**config.mk**
```make
export PLATFORM = sky130hd
export DESIGN_NAME = ucsbece154a_dmem_responder
export DESIGN_NICKNAME = d
export VERILOG_FILES = /design/src/rtl/ucsbece154a_dmem_pkg.sv /design/src/rtl/ucsbece154a_dmem_array.sv /design/src/rtl/ucsbece154a_dmem_responder.sv
export SDC_FILE = /design/constraint.sdc
export NUM_CORES = 2
export LEC_CHECK = 0
export BUFFER_PORTS_ARGS = -buffer_cell sky130_fd_sc_hd__buf_2
export CAP_MARGIN = 15
export CORE_UTILIZATION = 59
export DETAILED_ROUTE_END_ITERATION = 10
export PLACE_DENSITY = 0.75
export SLEW_MARGIN = 20
export SYNTH_ARGS = -nofsm -noshare
export SYNTH_HDL_FRONTEND = slang
export SYNTH_SLANG_ARGS = --single-unit
export TNS_END_PERCENT = 50
```
**constraint.sdc**
```tcl
create_clock -name clk -period 5.8 [get_ports clk]
set_clock_uncertainty 0.05 [all_clocks]
set_input_delay 0.29 -clock clk [delete_from_list [all_inputs] [get_ports clk]]
set_output_delay 0.29 -clock clk [all_outputs]
set_load 0.02 [all_outputs]
```
**src/rtl/ucsbece154a_dmem_pkg.sv**
```systemverilog
// Shared types and constants for the data-memory responder.
// Latency: n/a (declarations only).
// Backpressure: n/a.
package ucsbece154a_dmem_pkg;

  localparam logic [31:0] DMEM_BASE_ADDR = 32'h1000_0000;
  localparam int          WORD_W         = 32;
  localparam int          BE_W           = 4;
  localparam int          CNT_W          = 4;

  typedef enum logic [1:0] {
    IDLE = 2'd0,
    WAIT = 2'd1,
    RESP = 2'd2
  } state_t;

endpackage

```
**src/rtl/ucsbece154a_dmem_array.sv**
```systemverilog
// Word array DATA with byte-enabled synchronous write and registered read.
// Latency: write and read both take effect on the clock edge they are enabled.
// Backpressure: none; ports: clk, wr_en/wr_be/wdata, rd_en/rdata, shared index.
module ucsbece154a_dmem_array
  import ucsbece154a_dmem_pkg::*;
#(
  parameter int DEPTH_WORDS = 64,
  localparam int AW = $clog2(DEPTH_WORDS)
) (
  input  logic              clk,
  input  logic              wr_en,
  input  logic [BE_W-1:0]   wr_be,
  input  logic [AW-1:0]     index,
  input  logic [WORD_W-1:0] wdata,
  input  logic              rd_en,
  output logic [WORD_W-1:0] rdata
);

  // Deliberately not reset: contents survive a responder reset.
  logic [WORD_W-1:0] DATA [DEPTH_WORDS];

  always_ff @(posedge clk) begin
    if (wr_en) begin
      for (int b = 0; b < BE_W; b++) begin
        if (wr_be[b]) DATA[index][8*b +: 8] <= wdata[8*b +: 8];
      end
    end
    if (rd_en) rdata <= DATA[index];
  end

endmodule

```
**src/rtl/ucsbece154a_dmem_responder.sv**
```systemverilog
// Data-bus memory responder: one load/store at a time with WAIT_CYCLES wait states.
// Latency: response valid WAIT_CYCLES+1 cycles after the acceptance cycle.
// Backpressure: holds RESP (data/err stable) until rsp_ready; req_ready low while busy.
// Ports: clk, reset (async active-low), req_valid/req_ready/req_we/req_addr/req_wdata/req_be,
//        rsp_valid/rsp_ready/rsp_rdata/rsp_err.
// Optional macro UCSBECE154A_DMEM_ERR_EN: flags out-of-range or misaligned accesses.
module ucsbece154a_dmem_responder
  import ucsbece154a_dmem_pkg::*;
#(
  parameter logic [31:0] BASE_ADDR   = DMEM_BASE_ADDR,
  parameter int          DEPTH_WORDS = 64,
  parameter int          WAIT_CYCLES = 2
) (
  input  logic              clk,
  input  logic              reset,
  input  logic              req_valid,
  output logic              req_ready,
  input  logic              req_we,
  input  logic [31:0]       req_addr,
  input  logic [WORD_W-1:0] req_wdata,
  input  logic [BE_W-1:0]   req_be,
  output logic              rsp_valid,
  input  logic              rsp_ready,
  output logic [WORD_W-1:0] rsp_rdata,
  output logic              rsp_err
);

  localparam int AW = $clog2(DEPTH_WORDS);

  state_t            state_q, state_d;
  logic [CNT_W-1:0]  cnt_q, cnt_d;
  logic              we_q;
  logic [31:0]       addr_q;
  logic [WORD_W-1:0] wdata_q;
  logic [BE_W-1:0]   be_q;
  logic              rd_ok_q;
  logic              err_q;
  logic              accept, commit;

  logic              cur_we;
  logic [31:0]       cur_addr;
  logic [WORD_W-1:0] cur_wdata;
  logic [BE_W-1:0]   cur_be;
  logic [31:0]       offset;
  logic [AW-1:0]     index;
  logic              cur_err;
  logic [WORD_W-1:0] arr_rdata;
  logic              unused_bits;

  // With zero wait states the commit happens on the acceptance edge, so the
  // request has to come straight from the inputs rather than the capture regs.
  assign cur_we    = (state_q == IDLE) ? req_we    : we_q;
  assign cur_addr  = (state_q == IDLE) ? req_addr  : addr_q;
  assign cur_wdata = (state_q == IDLE) ? req_wdata : wdata_q;
  assign cur_be    = (state_q == IDLE) ? req_be    : be_q;

  // 32-bit wrapping subtraction: addresses below BASE_ADDR become huge offsets.
  assign offset      = cur_addr - BASE_ADDR;
  assign index       = offset[AW+1:2];
  assign unused_bits = ^{offset[31:AW+2], offset[1:0]};

`ifdef UCSBECE154A_DMEM_ERR_EN
  localparam logic [31:0] SPAN = 32'(DEPTH_WORDS) << 2;
  assign cur_err = (offset >= SPAN) || (cur_addr[1:0] != 2'b00);
`else
  assign cur_err = 1'b0;
`endif

  always_comb begin
    state_d = state_q;
    cnt_d   = cnt_q;
    accept  = 1'b0;
    commit  = 1'b0;
    case (state_q)
      IDLE: begin
        // Gated by reset so a zero-wait request cannot write during reset.
        if (req_valid && reset) begin
          accept = 1'b1;
          if (WAIT_CYCLES == 0) begin
            state_d = RESP;
            commit  = 1'b1;
          end else begin
            state_d = WAIT;
            cnt_d   = CNT_W'(WAIT_CYCLES - 1);
          end
        end
      end
      WAIT: begin
        if (cnt_q == '0) begin
          state_d = RESP;
          commit  = 1'b1;
        end else begin
          cnt_d = cnt_q - 1'b1;
        end
      end
      RESP: begin
        if (rsp_ready) state_d = IDLE;
      end
      default: state_d = IDLE;
    endcase
  end

  always_ff @(posedge clk or negedge reset) begin
    if (!reset) begin
      state_q <= IDLE;
      cnt_q   <= '0;
      we_q    <= 1'b0;
      addr_q  <= '0;
      wdata_q <= '0;
      be_q    <= '0;
      rd_ok_q <= 1'b0;
      err_q   <= 1'b0;
    end else begin
      state_q <= state_d;
      cnt_q   <= cnt_d;
      if (accept) begin
        we_q    <= req_we;
        addr_q  <= req_addr;
        wdata_q <= req_wdata;
        be_q    <= req_be;
      end
      if (commit) begin
        rd_ok_q <= !cur_we && !cur_err;
        err_q   <= cur_err;
      end
    end
  end

  ucsbece154a_dmem_array #(
    .DEPTH_WORDS(DEPTH_WORDS)
  ) u_array (
    .clk   (clk),
    .wr_en (commit && cur_we && !cur_err),
    .wr_be (cur_be),
    .index (index),
    .wdata (cur_wdata),
    .rd_en (commit && !cur_we && !cur_err),
    .rdata (arr_rdata)
  );

  assign req_ready = reset && (state_q == IDLE);
  assign rsp_valid = (state_q == RESP);
  // The array read register is not reset; rd_ok_q forces 0 for stores, errors and reset.
  assign rsp_rdata = rd_ok_q ? arr_rdata : '0;
  assign rsp_err   = err_q;

endmodule
```
==> Word level (Yosys, flattened, before mapping) <==
Memory sizes are Yosys's and may differ from the RTL's. A register that Yosys moved wholly into a read port is not among the register bits.
Cells that the tools add are included.
{ "totals": {"regBits": 52, "romBits": 0, "mem_count": 1, "latch_bits": 0, "inputBits": 73, "ramBits": 2048, "elab_cells": 54} }
{ "mem_list": {"columns": ["name", "words", "width", "rd", "rd_ports_with_merged_regs", "wr", "line_no", "text"], "rows": [
  ["u_array.DATA", 64, 32, 1, 1, 1, "ucsbece154a_dmem_array.sv:20", "logic [WORD_W-1:0] DATA [DEPTH_WORDS];"]
]} }
{ "op_classes": {"shift": 0, "mux": 28, "reduce_logical": 10, "multipliers": 0, "eq_ne": 6, "div_mod_pow": 0, "bitwise_logic": 0, "addsub": 2, "order_cmp": 0} }
{ "op_table": {"columns": ["op", "n"], "rows": [
  ["$mux W32", 2],
  ["$mux W1", 17],
  ["$mux W4", 3],
  ["$mux W8", 1],
  ["$pmux W4 S2", 1],
  ["$sub A8 B1 Y8 const B", 1],
  ["$mux W2", 3],
  ["$pmux W2 S3", 1],
  ["$reduce_and A3 Y1", 2],
  ["$logic_and A1 B1 Y1", 4],
  ["$logic_not A4 Y1", 1],
  ["$ne A2 B1 Y1 const B", 2],
  ["$ne A2 B2 Y1 const B", 2],
  ["$sub A4 B1 Y4 const B", 1],
  ["$eq A2 B1 Y1 const B", 1],
  ["$eq A2 B2 Y1 const B", 1],
  ["$logic_not A2 Y1", 1],
  ["$reduce_bool A2 Y1", 1],
  ["$logic_not A1 Y1", 1]
]} }

==> Logic depth before layout (Yosys ltp) <==
{ "depth": {"word_depth": 6, "depth_mapped": 13, "mapped_depth_nobuf": 7} }

==> Hierarchy <==
Synthesis repeated with hierarchy kept, for this count alone.
{ "hier_totals": {"cells_unflattened": 4861, "area_unflattened_um2": 82292.7} }
{ "modules_own_cells": {"columns": ["mod", "cells_per_inst", "seq_area_each_um2", "area_each_um2", "n_inst"], "rows": [
  ["ucsbece154a_dmem_array", 4646, 62459.9, 79368.6, 1],
  ["ucsbece154a_dmem_responder", 215, 1251.2, 2924.1, 1]
]} }

==> Least setup slack after synthesis <==
No wires, ideal clock.
{ "synth_timing": {"kind": "register to register", "from": "reg cnt_q[0]", "to": "reg u_array.rdata[0] (read register of u_array.DATA), enable pin", "setup_ns": 0.513, "arrival_time_ns": 4.066, "n_path_buf": 0, "path_stages_with_launch": 5, "setup_slack_ns": 1.171, "cell_sequence": "dfrtp_1 inv_1 ha_1 nand2_1 nor4b_1"} }
{ "synth_via": {"elab_chain_cells": 4} }
{ "synth_rtl": {"columns": ["element", "line_no", "text"], "rows": [
  ["from (decl)", "ucsbece154a_dmem_responder.sv:31", "logic [CNT_W-1:0] cnt_q, cnt_d;"],
  ["from (signal assigned)", "ucsbece154a_dmem_responder.sv:115", "cnt_q <= cnt_d;"],
  ["$logic_not A4 Y1", "ucsbece154a_dmem_responder.sv:89", "if (cnt_q == '0) begin"],
  ["$mux W1", "ucsbece154a_dmem_responder.sv:89", null],
  ["$mux W1", "ucsbece154a_dmem_responder.sv:74", "case (state_q)"],
  ["$logic_and A1 B1 Y1", "ucsbece154a_dmem_responder.sv:137", ".rd_en (commit && !cur_we && !cur_err),"],
  ["via u_array.rd_en", "ucsbece154a_dmem_array.sv:15", "input logic rd_en,"],
  ["to (decl)", "ucsbece154a_dmem_array.sv:16", "output logic [WORD_W-1:0] rdata"]
]} }
The timed path passes the listed nets, and every way through them passes these cells.
A chain may end at the register's enable or synchronous reset.

==> Worst setup path after layout <==
{ "layout_timing": {"from": "reg state_q[1]", "to": "reg u_array.rdata[23] (read register of u_array.DATA) (data pin)"} }
{ "layout_via": {"elab_chain_cells": 4} }
{ "layout_rtl": {"columns": ["element", "line_no", "text"], "rows": [
  ["from (decl)", "ucsbece154a_dmem_responder.sv:30", "state_t state_q, state_d;"],
  ["from (signal assigned)", "ucsbece154a_dmem_responder.sv:114", "state_q <= state_d;"],
  ["parallel branches: the longest is 4 deep, another holds $sub A8 B1 Y8", null, null]
]} }
Parallel ways; which one is timed is not known.

==> metrics <==
Post-Syn Area per Cell 17.2 um^2; Initial Util between 50% and 60%; Slew HR between 10% and 20%; first-pass GRT wire length around 330 mm; Synth Cell Area 80400 um^2; post-route ant nets 0; Net Sw Frac a little over a third; largest net degree at the start of global routing a little over 100; kind of critical path register to register; CP Launch Type register; Routed wire per std cell between 30 and 40 um; Critical Path AT between 5000 and 6000 ps; core footprint between 100000 and 150000 um^2; clk buf depth 3; Final HPWL DP ~140 mm; dpl cells 6567; Max Cap Viol 0; Mapped Cells between 4k and 5k; area share of the largest cell type after synthesis roughly 78%; Post-synth EDFFs between 2k and 2.5k; RSZ-0062 raised after global routing no; P_sw 0.0172 W; Detailed Route WL around 230 mm; P_int 0.0313 W; Logic pwr share between 30% and 40%; leading area contributor after synthesis edfxtp_1; run status completed; R2R setup slack between 1000 and 1500 ps; Clock transition at path regs about 60 ps; post-cts sizing count 0; Skew-Pair Late Insertion Delay 840 ps; worst-margin pin slew ~1300 ps; CTS buffer count 200; post-synth cell types 63; CTS tree built; vias per inst ~7; setup violators final 0; Clock power frac a little over a quarter; area delta synth->final 14.4%; GP Congestion 0.861; vias 49.9k; layout cells sized above 1 about 18%; f_max between 0.2 and 0.25 GHz; initial antenna violation count 12; Tcrit/Tclk final between 70% and 80%; grt ovf 0; count of clock tree sinks 2130; number of remaining DRC errors 0; maximum vdd drop about 0.65 mV; CTS root buf clkbuf_16; min Tclk post-route between 4000 and 5000 ps; final std cells w/o fill between 6k and 7k; Crit. End Element register; io pins between 100 and 150; top-count cell post-synth edfxtp_1; die area ~140000 um^2; sequential share of power a little over two fifths; NumNets Final roughly 5.1k; Total GRT Usage around 34%; WP data required ~6400 ps; number of synthesized register bits between 2k and 2.5k; H-tree Lvls 4; Setup TNS 0 ps; vias in the first global route between 40k and 50k; Synth area leaders edfxtp_1 (78%), a222oi_1 (3.4%), nand2_1 (2.0%); Final Hold Viols 0; Vert. Die Dim approximately 370 um; Pins Over Slew Limit 0; Post-Syn Nets 4762; critical path fanouts, max 21; worst hold path type input port to async pin; commonest cells in the synthesized netlist edfxtp_1 (2080), nand2_1 (419), a222oi_1 (272); PortBufs 80; drt pass-1 iters 9; # Post-CTS Setup Buffers 0; Post-CTS Hold Fix Bufs 46; post-synthesis sequential area ratio 79.2%; top_reg_cell synth edfxtp_1; Initial DRC Count approximately 9.7k; Pleak roughly 30 nW; standard-cell row count about 140; Pwr Density approximately 530 nW/um^2; yosys warns 0; async set-reset flop share out of synthesis under 10%; die width about 370 um
cells in the final DEF (no fill, tap or decap), types with 8 or more instances in the layout:
master,synthesis,layout
o22ai_1,13,12
nor2_1,69,54
buf_4,16,348
a221oi_1,105,105
o22a_1,36,36
buf_2,130,80
a2111oi_0,16,16
clkinv_2,0,40
mux2_2,96,96
o211ai_1,12,12
nand2_4,1,8
o221ai_1,19,19
edfxtp_1,2080,2080
and2_1,34,33
a22oi_1,170,170
nand2_2,0,24
o21ai_0,52,52
a222oi_1,272,272
bufinv_16,0,16
and3_1,25,24
dlygate4sd3_1,0,46
inv_6,0,8
buf_12,0,22
clkinv_1,0,40
a21oi_1,100,100
nand3_1,57,53
clkbuf_1,144,38
a22o_1,68,68
or4_1,17,17
clkinvlp_4,0,10
clkbuf_16,0,203
mux2i_1,142,141
nor2_4,0,11
dfrtp_1,50,49
nor3_2,0,29
nand2_1,419,387
nor3_1,232,202
a31oi_1,149,147
nand4_1,13,13
final cells by class:
| class | instances | area [um^2] |
|---|---|---|
| Multi-Input combinational cell | 2201 | 15700 |
| Tap cell | 1781 | 2230 |
| Sequential cell | 2130 | 63700 |
| Inverter | 6 | 22.5 |
| Timing Repair Buffer | 496 | 3910 |
| Clock buffer | 244 | 5260 |
| Antenna cell | 5 | 12.5 |
| Clock inverter | 125 | 1180 |
| Fill cell | 8448 | 43300 |
flip-flops by register name, indices dropped and copies added (netlist names):
name	cells
state_q	2
rd_ok_q	1
wdata_q	32
u_array.DATA	2048
be_q	4
u_array.rdata	32
we_q	1
cnt_q	4
addr_q	6
path summary, 6_finish.rpt:
check                              start                end  cells past startpoint
max                           state_q[1]  u_array.rdata[23]                      7
min                                reset        wdata_q[26]                      3
max reg2reg                   state_q[1]  u_array.rdata[23]                      7
min reg2reg                   wdata_q[1]         wdata_q[1]                      1
max in group asynchronous          reset            rd_ok_q                      3
min in group clk           req_wdata[25]        wdata_q[25]                      3
logic make-up (layout without fill, tap and decap cells):
family                     Yosys count  after routing  share of synthesized area [%]
muxes                              239            239                           3.13
buffers and inverters              356            871                           1.98
AOI/OAI and AO/OA                 1051           1051                           10.5
other                                1              6                        0.00466
adders and majority gates            2              2                         0.0311
and+or+nand+nor                    906            906                           5.18
xor gates and xnor gates             2              2                         0.0218
DFF                               2130           2130                           79.2
layer usage:
layer	track usage [%]	wire [um]
met1	45.5	80100
met5	0	63
met2	51.1	106000
met4	17.3	12900
met3	8.14	32900
metrics by stage:
step	hold slack, ps	util [%]	area (um^2)	setup WS, ps	total power (W)
floorplan	-55.6	-	80400	1170	0.0287
global placement	434	62.7	84900	1510	0.0348
detailed placement	442	62.8	85000	1480	0.0352
CTS	75.4	67.9	91900	1450	0.0479
global route	140	68.0	92000	1180	0.0494
finish	62.6	68.0	92000	1240	0.0484
worst max-delay path, stage by stage (launching register included):
cell and delay, ps:
dfrtp_1 650, or3_1 600, o22ai_4 910, buf_4 480, a222oi_1 190, a31oi_1 700
a41oi_1 420, nand4b_1 350
power groups by stage:
stage | clock network, W | registers (W) | logic (W)
floorplan | 0 | 0.0208 | 0.00787
global placement | 0 | 0.0208 | 0.0140
detailed placement | 0 | 0.0208 | 0.0144
CTS | 0.0129 | 0.0205 | 0.0145
global route | 0.0135 | 0.0205 | 0.0154
finish | 0.0129 | 0.0205 | 0.0151
Note: power is estimated with default switching activity, not from simulation.
